<file path="src/rtl/viterbi_channel_if.sv">
// Symbol stream between the encoder side and the channel model.
// Carries the input symbol/qualifier and the registered, possibly corrupted output.
interface viterbi_channel_if #(
  parameter int W = 2
);
  logic         sym_valid_i;
  logic [W-1:0] sym_i;
  logic         sym_valid_o;
  logic [W-1:0] sym_o;
  logic         err_o;

  modport master (output sym_valid_i, sym_i, input sym_valid_o, sym_o, err_o);
  modport slave  (input sym_valid_i, sym_i, output sym_valid_o, sym_o, err_o);
endinterface

</file>
<file path="src/rtl/viterbi_channel.sv">
// Channel model: 1-cycle registered symbol path with periodic/LFSR burst corruption and budget.
// Define VITERBI_CHAN_STATS_EN to implement the corrupted-bit counter (bad_bit_ct_o).
//
//   state | meaning
//   IDLE  | pass-through, no corruption
//   ARM   | waiting for window start to sample a trigger
//   WAIT  | trigger sampled, waiting for wcnt == trig
//   BURST | corrupting every valid symbol until burst_len_i reached
//   HOLD  | burst done, idle until next window start
module viterbi_channel #(
  parameter int          W         = 2,
  parameter int          WIN_LOG2  = 4,
  parameter int          BURST_W   = 3,
  parameter logic [15:0] LFSR_SEED = 16'hACE1
) (
  input  logic                clk,
  input  logic                rst,
  viterbi_channel_if.slave    sym_bus,
  input  logic                clr_i,
  input  logic [1:0]          mode_i,
  input  logic [WIN_LOG2-1:0] offset_i,
  input  logic [BURST_W-1:0]  burst_len_i,
  input  logic [W-1:0]        err_mask_i,
  input  logic [15:0]         budget_i,
  output logic [15:0]         inj_ct_o,
  output logic [15:0]         bad_bit_ct_o
);

  typedef enum logic [2:0] {IDLE, ARM, WAIT, BURST, HOLD} state_t;

  localparam logic [BURST_W-1:0] ONE_B = 1;

  state_t              st_q, st_n;
  logic [WIN_LOG2-1:0] wcnt_q, trig_q, trig_n, trig_new;
  logic [BURST_W-1:0]  bcnt_q, bcnt_n;
  logic [BURST_W:0]    bcnt_inc;
  logic [15:0]         lfsr_q, lfsr_n, inj_ct_q;
  logic                v, mode_act, budget_done, win0, inject, do_inj;

  assign v           = sym_bus.sym_valid_i;
  assign mode_act    = (mode_i == 2'd1) || (mode_i == 2'd2);
  assign budget_done = (budget_i != 16'd0) && (inj_ct_q >= budget_i);
  assign win0        = (wcnt_q == '0);
  assign trig_new    = (mode_i == 2'd1) ? offset_i : lfsr_q[WIN_LOG2-1:0];
  assign bcnt_inc    = {1'b0, bcnt_q} + {{BURST_W{1'b0}}, 1'b1};
  assign lfsr_n      = {1'b0, lfsr_q[15:1]} ^ (lfsr_q[0] ? 16'hB400 : 16'h0000);

  // Injection is suppressed, not the FSM walk, when the burst length or mask is zero.
  assign do_inj = inject && !clr_i && (burst_len_i != '0) && (err_mask_i != '0);

  always_comb begin
    st_n   = st_q;
    trig_n = trig_q;
    bcnt_n = bcnt_q;
    inject = 1'b0;
    if (!mode_act || budget_done) begin
      st_n = IDLE;
    end else if (st_q == IDLE) begin
      st_n = ARM;
    end else if (v) begin
      // Window start in any armed state: sample a fresh trigger, truncating any burst.
      if (win0) begin
        trig_n = trig_new;
        if (trig_new == '0) begin
          inject = 1'b1;
          bcnt_n = ONE_B;
          st_n   = (burst_len_i <= ONE_B) ? HOLD : BURST;
        end else begin
          st_n = WAIT;
        end
      end else if (st_q == WAIT && wcnt_q == trig_q) begin
        inject = 1'b1;
        bcnt_n = ONE_B;
        st_n   = (burst_len_i <= ONE_B) ? HOLD : BURST;
      end else if (st_q == BURST) begin
        inject = 1'b1;
        bcnt_n = bcnt_inc[BURST_W-1:0];
        st_n   = (bcnt_inc >= {1'b0, burst_len_i}) ? HOLD : BURST;
      end
    end
  end

  always_ff @(posedge clk or negedge rst) begin
    if (!rst) begin
      st_q   <= IDLE;
      wcnt_q <= '0;
      trig_q <= '0;
      bcnt_q <= '0;
      lfsr_q <= LFSR_SEED;
    end else if (clr_i) begin
      st_q   <= mode_act ? ARM : IDLE;
      wcnt_q <= '0;
      bcnt_q <= '0;
      lfsr_q <= LFSR_SEED;
    end else begin
      st_q   <= st_n;
      trig_q <= trig_n;
      bcnt_q <= bcnt_n;
      if (v) begin
        wcnt_q <= wcnt_q + WIN_LOG2'(1);
        lfsr_q <= lfsr_n;
      end
    end
  end

  always_ff @(posedge clk or negedge rst) begin
    if (!rst) begin
      sym_bus.sym_valid_o <= 1'b0;
      sym_bus.sym_o       <= '0;
      sym_bus.err_o       <= 1'b0;
      inj_ct_q            <= 16'd0;
    end else begin
      sym_bus.sym_valid_o <= v;
      sym_bus.err_o       <= do_inj;
      if (v) sym_bus.sym_o <= do_inj ? (sym_bus.sym_i ^ err_mask_i) : sym_bus.sym_i;
      if (clr_i) inj_ct_q <= 16'd0;
      else if (do_inj && inj_ct_q != 16'hFFFF) inj_ct_q <= inj_ct_q + 16'd1;
    end
  end

  assign inj_ct_o = inj_ct_q;

`ifdef VITERBI_CHAN_STATS_EN
  logic [15:0] bad_ct_q;
  logic [16:0] bad_sum;

  function automatic logic [15:0] popcount(input logic [W-1:0] m);
    logic [15:0] n;
    n = 16'd0;
    for (int i = 0; i < W; i++) n = n + {15'd0, m[i]};
    return n;
  endfunction

  assign bad_sum = {1'b0, bad_ct_q} + {1'b0, popcount(err_mask_i)};

  always_ff @(posedge clk or negedge rst) begin
    if (!rst)        bad_ct_q <= 16'd0;
    else if (clr_i)  bad_ct_q <= 16'd0;
    else if (do_inj) bad_ct_q <= bad_sum[16] ? 16'hFFFF : bad_sum[15:0];
  end

  assign bad_bit_ct_o = bad_ct_q;
`else
  assign bad_bit_ct_o = 16'd0;
`endif

endmodule

</file>
<file path="src/flat_wrapper.sv">
// flat-port wrapper written by rule: the top's interface ports become plain ports
module viterbi_channel_flat 
#(
  parameter int          W         = 2,
  parameter int          WIN_LOG2  = 4,
  parameter int          BURST_W   = 3,
  parameter logic [15:0] LFSR_SEED = 16'hACE1
)
  (clk, rst, clr_i, mode_i, offset_i, burst_len_i, err_mask_i, budget_i, inj_ct_o, bad_bit_ct_o, sym_bus_sym_valid_i, sym_bus_sym_i, sym_bus_sym_valid_o, sym_bus_sym_o, sym_bus_err_o);
  viterbi_channel_if #(.W(W)) sym_bus_i ();
  input  logic clk;
  input  logic rst;
  input  logic clr_i;
  input  logic [1:0] mode_i;
  input  logic [WIN_LOG2-1:0] offset_i;
  input  logic [BURST_W-1:0] burst_len_i;
  input  logic [W-1:0] err_mask_i;
  input  logic [15:0] budget_i;
  output logic [15:0] inj_ct_o;
  output logic [15:0] bad_bit_ct_o;
  input wire logic [$bits(sym_bus_i.sym_valid_i)-1:0] sym_bus_sym_valid_i;
  input wire logic [$bits(sym_bus_i.sym_i)-1:0] sym_bus_sym_i;
  output wire logic [$bits(sym_bus_i.sym_valid_o)-1:0] sym_bus_sym_valid_o;
  output wire logic [$bits(sym_bus_i.sym_o)-1:0] sym_bus_sym_o;
  output wire logic [$bits(sym_bus_i.err_o)-1:0] sym_bus_err_o;
  assign sym_bus_i.sym_valid_i = sym_bus_sym_valid_i;
  assign sym_bus_i.sym_i = sym_bus_sym_i;
  assign sym_bus_sym_valid_o = sym_bus_i.sym_valid_o;
  assign sym_bus_sym_o = sym_bus_i.sym_o;
  assign sym_bus_err_o = sym_bus_i.err_o;
  viterbi_channel #(.W(W), .WIN_LOG2(WIN_LOG2), .BURST_W(BURST_W), .LFSR_SEED(LFSR_SEED)) u_core (.clk(clk), .rst(rst), .sym_bus(sym_bus_i), .clr_i(clr_i), .mode_i(mode_i), .offset_i(offset_i), .burst_len_i(burst_len_i), .err_mask_i(err_mask_i), .budget_i(budget_i), .inj_ct_o(inj_ct_o), .bad_bit_ct_o(bad_bit_ct_o));
endmodule
</file>
<file path="config.mk">
export PLATFORM = sky130hd
export DESIGN_NAME = viterbi_channel_flat
export DESIGN_NICKNAME = d
export VERILOG_FILES = /design/src/rtl/viterbi_channel_if.sv /design/src/rtl/viterbi_channel.sv /design/src/flat_wrapper.sv
export SDC_FILE = /design/constraint.sdc
export NUM_CORES = 1
export LEC_CHECK = 0
export CORE_MARGIN = 1.5
export CORE_UTILIZATION = 56
export DETAILED_ROUTE_END_ITERATION = 6
export PLACE_DENSITY = 0.87
export SLEW_MARGIN = 0
export SYNTH_ARGS = -nofsm -noshare
export SYNTH_HDL_FRONTEND = slang
export SYNTH_SLANG_ARGS = --single-unit
</file>
<file path="constraint.sdc">
create_clock -name clk -period 4.1 [get_ports clk]
set_input_delay 0.41 -clock clk [delete_from_list [all_inputs] [get_ports clk]]
set_output_delay 0.41 -clock clk [all_outputs]
set_load 0.01 [all_outputs]
</file>
Word-level counts from Yosys, hierarchy flattened
Cells that the tools add are included.
{"block": "op_classes", "n_lt_le_gt_ge": 3, "bitwise": 5, "n_addsub": 3, "n_mux": 35, "n_eq_ne": 9, "n_reduce_logical": 24}
{"cell": "16-bit two-way mux", "n": 5}
{"cell": "3-bit two-way mux", "n": 18}
{"cell": "16-bit by 1-bit adder with 16-bit output, second input constant", "n": 1}
{"cell": "16-bit greater-or-equal comparator", "n": 1}
{"cell": "16-bit inequality test, second input constant", "n": 1}
{"cell": "16-bit nonzero test", "n": 1}
{"cell": "15-bit by 16-bit XOR with 16-bit output", "n": 1}
{"cell": "4-bit two-way mux", "n": 3}
{"cell": "5-bit AND reduction", "n": 2}
{"cell": "4-bit zero test", "n": 2}
{"cell": "1-bit two-way mux", "n": 8}
{"cell": "4-bit nonzero test", "n": 2}
{"cell": "3-bit by 2-bit == test with 1-bit output, second input constant", "n": 2}
{"cell": "1-bit logical AND", "n": 6}
{"cell": "2-bit nonzero test", "n": 3}
{"cell": "6-bit nonzero test", "n": 1}
{"cell": "3-bit by 1-bit adder with 4-bit output, second input constant", "n": 1}
{"cell": "4-bit by 1-bit adder with 4-bit output, second input constant", "n": 1}
{"cell": "4-bit == test", "n": 1}
{"cell": "4-bit by 3-bit greater-or-equal comparator with 1-bit output", "n": 1}
{"cell": "2-bit inequality test, second input constant", "n": 2}
{"cell": "3-bit by 1-bit less-or-equal comparator with 1-bit output, second input constant", "n": 1}
{"cell": "3-bit zero test", "n": 1}
{"cell": "3-bit inequality test, second input constant", "n": 1}
{"cell": "9 further kinds", "n": 13}
{"block": "word_totals", "reg_bits": 50, "inputBits": 33, "output_inout_bits": 36}

Longest topological paths before layout
Gate-level depths: netlist (run 1).
{"block": "logic_depth", "depth_word": 14, "ltp_mapped": 10, "depth_no_buf": 8}

Worst setup path after synthesis (run 1)
OpenSTA, ideal clock, no wires.
{"block": "synth_path", "kind": "reg2reg", "from": "register u_core.inj_ct_q[0], in the netlist u_core.inj_ct_o[0]", "to": "register u_core.bcnt_q[2]", "arrival_ns": 2.374, "stages_incl_launch_ff": 9, "period_less_slack_ns": 2.500, "setup_slack_ns": 1.600, "n_path_buf": 0, "required_ns": 3.974, "path_cell_list": "dfrtp_1 -> inv_1 -> ha_1 -> nand2b_4 -> a2111oi_4 -> nor4_2 -> o31a_1 -> o41a_1 -> a221o_1"}
{"block": "synth_via", "elab_chain_cells": 5}
{"element": "from (decl)", "line": "viterbi_channel.sv:37", "text": "logic [15:0] lfsr_q, lfsr_n, inj_ct_q;"}
{"element": "from (signal assigned)", "line": "viterbi_channel.sv:117", "text": "else if (do_inj && inj_ct_q != 16'hFFFF) inj_ct_q <= inj_ct_q + 16'd1;"}
{"element": "16-bit greater-or-equal comparator", "line": "viterbi_channel.sv:42", "text": "assign budget_done = (budget_i != 16'd0) && (inj_ct_q >= budget_i);"}
{"element": "1-bit logical AND", "line": "viterbi_channel.sv:42"}
{"element": "1-bit logical OR", "line": "viterbi_channel.sv:56", "text": "if (!mode_act || budget_done) begin"}
{"element": "2-bit inequality test (no source line)"}
{"element": "5-bit AND reduction (no source line)"}
{"element": "to (signal assigned)", "line": "viterbi_channel.sv:98", "text": "bcnt_q <= bcnt_n;"}
{"element": "to (decl)", "line": "viterbi_channel.sv:35", "text": "logic [BURST_W-1:0] bcnt_q, bcnt_n;"}
Every way passes these cells.
A chain may end at the register's enable or synchronous reset.

Final worst setup path (run 1)
{"block": "layout_path", "from": "input port budget_i[13]", "to": "register u_core.inj_ct_q[4], in the netlist u_core.inj_ct_o[4]"}
{"block": "layout_via", "elab_chain_cells": 9, "elab_cells_between_ends": 10}
{"element": "from (decl)", "line": "flat_wrapper.sv:18", "text": "input logic [15:0] budget_i;"}
{"element": "16-bit greater-or-equal comparator or 16-bit nonzero test (tied branches)", "line": "viterbi_channel.sv:42"}
{"element": "1-bit logical AND *", "line": "viterbi_channel.sv:42"}
{"element": "1-bit logical OR *", "line": "viterbi_channel.sv:56"}
{"element": "1-bit two-way mux *", "line": "viterbi_channel.sv:56"}
{"element": "1-bit logical AND * (3 in series)", "line": "viterbi_channel.sv:49", "text": "assign do_inj = inject && !clr_i && (burst_len_i != '0) && (err_mask_i != '0);"}
{"element": "1-bit logical AND *", "line": "viterbi_channel.sv:117"}
{"element": "2-bit nonzero test (no source line) *"}
Mark *: on every way between the ends. The rest lies on a longest branch, timed or not.

==> impl_metrics.tcl, run 1 <==
set metrics [dict create \
    status "complete, no violations" \
    synth_common_cells "42 x dfrtp_1, 29 x nand2_1, 28 x nor2_1" \
    final_nets 461 \
    clockBufferDepth 2 \
    met1_usage_pct 33.9 \
    p_sw_uw 334 \
    grt_util_met3_pct 3.48 \
    power_density_mw_per_mm2 273 \
    portBuffers 52 \
    swShare_pct 30.4 \
    routedWlPerCell_um 15.2 \
    vias 2769 \
    grt_setup_unrepaired "false" \
    synth.distinct_cells 63 \
    numClockSinks 50 \
    post_cts_buffers 0 \
    htree_levels 2 \
    yosysSeqAreaShare_pct 36.8 \
    diodes 0 \
    drv_cap 0 \
    end_kind "register" \
    die_y_um 81.2 \
    fmax_mhz 315 \
    synth_top_area_share_pct 30.7 \
    hold_viol_final 0 \
    drt-pass1-iter-count 4 \
    start_util_pct 57.8 \
    yosys_register_bits 50 \
    via_per_inst 5.77 \
    hold_class "primary input to async pin" \
    power_frac_seq_pct 50.6 \
    die_width_um 81.2 \
    numCtsBuffers 5 \
    crit_fanout 24 \
    clk_latency_ns 0.31 \
    io_pins 69 \
    critPathLaunchType "primary input" \
    dr.first_iter.drc_count 224 \
    synth.avg_cell_area_um2 9.65 \
    maxSlewViolCount 0 \
    finalWirelength_um 7280 \
    internal-power_uw 767 \
    grt_pass1_wl_um 12100 \
    slew_headroom_pct 28.7 \
    drc 0 \
    cts_hold_buffers 0 \
    p_leak_uw 0.00183 \
    grt_pass1_vias 2563 \
    grt_util_all_layers_pct 23.5 \
    drtAntennaViolNets 0 \
    async_flop_share_pct 100 \
    layout-drive-gt1-share_pct 11.6 \
    required_ns 4.30 \
    p_clk_share_pct 28.2 \
    timing.rr.start "u_core.inj_ct_o[13]" \
    post_cts_resized 0 \
    dieArea_mm2 0.00659 \
    fp-row-count 28 \
    tightest_slew_ns 1.07 \
    synth_area_leaders "dfrtp_1 31%, ha_1 8.8%, dfstp_2 6.1%" \
    finalCritPeriodShare_pct 77.3 \
    synth_cells 355 \
    grt_use_met2_pct 37.1 \
    cp_data_arrival_time_ns 3.37 \
    cts_tree "done" \
    setup_viol 0 \
    fin_setup_tns_ns 0 \
    grt.busiest_layer "met2" \
    place.gp.congestion 0.879 \
    fin_crit_ns 3.17 \
    synth_edf_count 0 \
    whs_ns 0.279 \
    core_region_area_mm2 0.00592 \
    fill_cells 448 \
    finalClockSkew_ns 0.00580 \
    grt_max_degree 51 \
    overflow 0 \
    yosysMostFrequentCell "dfrtp_1" \
    area_growth_pct 17.6 \
    ys_warn_count 0 \
    synth_area_mm2 0.00342 \
    combPwrFrac_pct 21.2 \
    cts-root-buf "clkbuf_8" \
    clk_pin_slew_ns 0.10 \
    rrSetupSlack_ns 1.03 \
    rr_worst_depth 7 \
    crit_type "primary input to register" \
    grt_antenna_before_repair 0 \
    synth_flop_cell "dfrtp_1" \
    dp_hpwl_um 5490 \
    reg2reg_to "u_core.inj_ct_o[4]" \
    synth_top_cell_by_area "dfrtp_1" \
    ir_drop_uv 222 \
]
-- critical path: stages --
cell	delay, ns
clkdlybuf4s50_1	0.48
inv_1	0.05
ha_1	0.29
and4_1	0.25
nand2_1	0.11
nor4_2	0.44
o31a_1	0.75
nor2_2	0.21
a221o_1	0.38
-- cells by family after synthesis --
kind of cell               after synthesis  synth area share, %
and+or+nand+nor                        126                 20.1
AOI/OAI and AO/OA                       61                 14.5
buffers and inverters                   53                 7.96
DFF                                     50                 36.8
muxes                                   28                 8.62
adders and majority gates               24                 8.77
xor gates and xnor gates                12                 3.07
other                                    1                0.110
-- power groups by stage --
stage,registers [µW],clock network (µW),logic (µW)
after floorplan,559,0,163
after global placement,564,0,221
after detailed placement,566,0,230
after CTS,557,316,232
after global routing,562,333,259
final,557,311,233
-- per-stage QoR --
stage	power [µW]	area, µm²	cells	utilization (%)	setup WS (ns)
floorplan	721	3480	370	-	1.60
global placement	785	3930	472	66.4	0.759
detailed placement	796	3930	472	66.4	0.618
CTS	1100	4030	480	68.0	0.962
global route	1150	4030	480	68.0	0.750
finish	1100	4030	480	68.0	0.930
-- cell usage in the layout (no fill, tap or decap), types with 11 or more instances in the layout --
cell / instances
ha_1: 24
mux2i_1: 16
conb_1: 16
nand2_1: 29
clkdlybuf4s50_1: 51
a21oi_1: 12
mux2_2: 12
nand3_1: 11
dfrtp_1: 42
inv_1: 26
nor2_1: 28
-- how the worst max path moves through the flow --
stage,startpoint,slack (ns),depth (start not counted),to
floorplan,u_core.inj_ct_o[0],1.60,8,u_core.bcnt_q[2]
global placement,budget_i[13],0.76,9,u_core.inj_ct_o[13]
detailed placement,budget_i[13],0.62,9,u_core.inj_ct_o[4]
CTS,budget_i[13],0.96,9,u_core.inj_ct_o[4]
global route,budget_i[13],0.75,9,u_core.inj_ct_o[4]
finish,budget_i[13],0.93,9,u_core.inj_ct_o[4]
-- registers in the layout, summed over array words and instances, names as in the netlist --
name	count
u_core.bcnt_q	3
u_core.inj_ct_o	16
u_core.lfsr_q	16
u_core.st_q	3
u_core.sym_bus.err_o	1
u_core.sym_bus.sym_o	2
u_core.sym_bus.sym_valid_o	1
u_core.trig_q	4
u_core.wcnt_q	4
-- area by class of cell --
| class | instances | area, µm² | share of cell area (%) |
|---|---|---|---|
| multi-input cells | 267 | 1950 | 48.3 |
| inverters | 26 | 97.6 | 2.42 |
| repair buffers | 54 | 531 | 13.2 |
| clock buffers | 5 | 68.8 | 1.71 |
| clock inverters | 3 | 28.8 | 0.715 |
| well taps | 75 | 93.8 | 2.33 |
| flip-flops and latches | 50 | 1260 | 31.3 |
-- metal layers --
metal | vias up | share of wire (%)
li1 | 1362 | -
met1 | 1306 | 47
met2 | 94 | 48
met3 | 7 | 4.6
met4 | 0 | 1.0
met5 | - | 0
(Power assumes the default switching activity.)
==> run 2: changes to the inputs <==
--- a/config.mk
+++ b/config.mk
@@ -6,9 +6,9 @@
 export NUM_CORES = 1
 export LEC_CHECK = 0
 export CORE_MARGIN = 1.5
-export CORE_UTILIZATION = 56
+export CORE_UTILIZATION = 52
 export DETAILED_ROUTE_END_ITERATION = 6
-export PLACE_DENSITY = 0.87
+export PLACE_DENSITY = 0.82
 export SLEW_MARGIN = 0
 export SYNTH_ARGS = -nofsm -noshare
 export SYNTH_HDL_FRONTEND = slang
==> constraint.sdc (replaced) <==
create_clock -name clk -period 3 [get_ports clk]
set_input_delay 0.3 -clock clk [delete_from_list [all_inputs] [get_ports clk]]
set_output_delay 0.3 -clock clk [all_outputs]
set_load 0.01 [all_outputs]
==> run 2 against run 1 <==
Effect of this change:
- utilization shrank 3.0 points
- die area grew 7.4%
- via count is 6.9% higher
- power increased by 39%
- cell count is 3.1% higher
- wire length rose by 11%
- non-clock buffer count rose by 13
- clock skew up 0.0042 ns
==> impl_metrics.tcl, run 2 (synthesized netlist as in run 1, its figures left out) <==
set metrics [dict create \
    status "complete, no violations" \
    cts_hold_buffers 0 \
    final_nets 474 \
    finalCritPeriodShare_pct 92.3 \
    drc 0 \
    fmax_mhz 361 \
    clk_latency_ns 0.32 \
    setup_viol 0 \
    mostFrequentLayoutCells "51 x clkdlybuf4s50_1, 42 x dfrtp_1, 29 x nand2_1" \
    cp_top_family "compound AO/OA/AOI/OAI gates" \
    required_ns 3.24 \
    post_cts_resized 0 \
    layout-drive-gt1-share_pct 14.4 \
    place.gp.congestion 0.907 \
    dp_hpwl_um 6050 \
    htree_levels 2 \
    via_per_inst 5.98 \
    grt_pass1_vias 2922 \
    drtAntennaViolNets 0 \
    slew_headroom_pct 26.9 \
    numClockSinks 50 \
    grt_antenna_before_repair 0 \
    tightest_slew_ns 1.10 \
    slowest_stage "or4_1" \
    power_density_mw_per_mm2 370 \
    grt_pass1_wl_um 13600 \
    layout_commonest_cell "clkdlybuf4s50_1" \
    end_kind "register" \
    ir_drop_uv 238 \
    area_growth_pct 20.5 \
    fp-row-count 29 \
    vias 2959 \
    start_util_pct 53.9 \
    maxSlewViolCount 0 \
    diodes 0 \
    die_width_um 84.2 \
    portBuffers 52 \
    fin_setup_tns_ns 0 \
    post_cts_buffers 0 \
    cpPeakStageDelay_ns 0.50 \
    drv_cap 0 \
    worstPathCellList "inv_1 > ha_1 > nand2b_4 > a2111oi_4 > nor4_2 > o31a_1 > buf_4 > or4_1 > a31oi_1" \
    finalNonFillerCells 495 \
    cts-root-buf "clkbuf_8" \
    crit_type "register to register" \
    hold_viol_final 0 \
    p_leak_uw 0.00190 \
    die_y_um 84.2 \
    numCtsBuffers 5 \
    critPathLaunchType "register" \
    dr.first_iter.drc_count 212 \
    routedWlPerCell_um 16.3 \
    cp_data_arrival_time_ns 3.01 \
    drt-pass1-iter-count 4 \
    cts_tree "done" \
    overflow 0 \
    grt_setup_unrepaired "false" \
    clockBufferDepth 2 \
    hold_class "primary input to async pin" \
    core_region_area_mm2 0.00635 \
    crit_fanout 11 \
    grt_max_degree 51 \
    cp.buffers_inverters 2 \
    finalClockSkew_ns 0.0100 \
    fin_crit_ns 2.77 \
    dp.cells 487 \
    io_pins 69 \
    clk_pin_slew_ns 0.11 \
    dieArea_mm2 0.00708 \
    grt_util_all_layers_pct 23.7 \
    finalWirelength_um 8070 \
]
## run 2: cell types whose count changed in the layout (fill, tap and decap cells not counted), sizes merged
cell	delta
buf	+13
## run 2: per-stage QoR
| stage | hold WS (ns) | cell area (µm²) | total power [µW] | worst slack (ns) | utilization, % |
|---|---|---|---|---|---|
| floorplan | 0.00441 | 3480 | 986 | 0.500 | - |
| detailed placement | 0.496 | 4030 | 1100 | -0.0578 | 63.5 |
| global route | 0.248 | 4130 | 1590 | 0.0823 | 65.0 |
| finish | 0.176 | 4130 | 1530 | 0.231 | 65.0 |
| global placement | 0.480 | 4030 | 1080 | 0.0641 | 63.5 |
| CTS | 0.217 | 4130 | 1530 | 0.265 | 65.0 |
## run 2: worst paths after layout
kind / startpoint / end / slack (ns) / depth (start not counted)
setup / recovery: u_core.inj_ct_o[0] / u_core.sym_bus.sym_o[1] / 0.23 / 9
hold / removal: rst / u_core.lfsr_q[12] / 0.18 / 1
setup reg to reg: u_core.inj_ct_o[0] / u_core.sym_bus.sym_o[1] / 0.23 / 9
hold reg to reg: u_core.lfsr_q[12] / u_core.lfsr_q[11] / 0.52 / 2
max in group asynchronous: rst / u_core.inj_ct_o[4] / 2.14 / 1
min in group clk: u_core.lfsr_q[12] / u_core.lfsr_q[11] / 0.52 / 2
## run 2: layer usage
| metal | global-route usage [%] | vias to the layer above | routed length, µm | part of all wire [%] |
|---|---|---|---|---|
| met2 | 38.6 | 142 | 3850 | 48 |
| met1 | 30.8 | 1406 | 3440 | 43 |
| met3 | 5.11 | 26 | 575 | 7.1 |
| met4 | 9.39 | 0 | 212 | 2.6 |
| met5 | 0 | - | 0 | 0 |
| li1 | - | 1385 | - | - |
## run 2: power by group
| group | switching [µW] | total, µW | internal, µW |
|---|---|---|---|
| logic | 179 | 332 | 153 |
| registers | 38.7 | 762 | 723 |
| clock network | 257 | 432 | 175 |
## run 2: layout make-up
type | count | area (µm²)
Clock inverter | 3 | 28.8
Inverter | 26 | 97.6
Clock buffer | 5 | 68.8
Multi-Input combinational cell | 267 | 1950
Tap cell | 77 | 96.3
Fill cell | 510 | 2220
Sequential cell | 50 | 1260
Timing Repair Buffer | 67 | 628
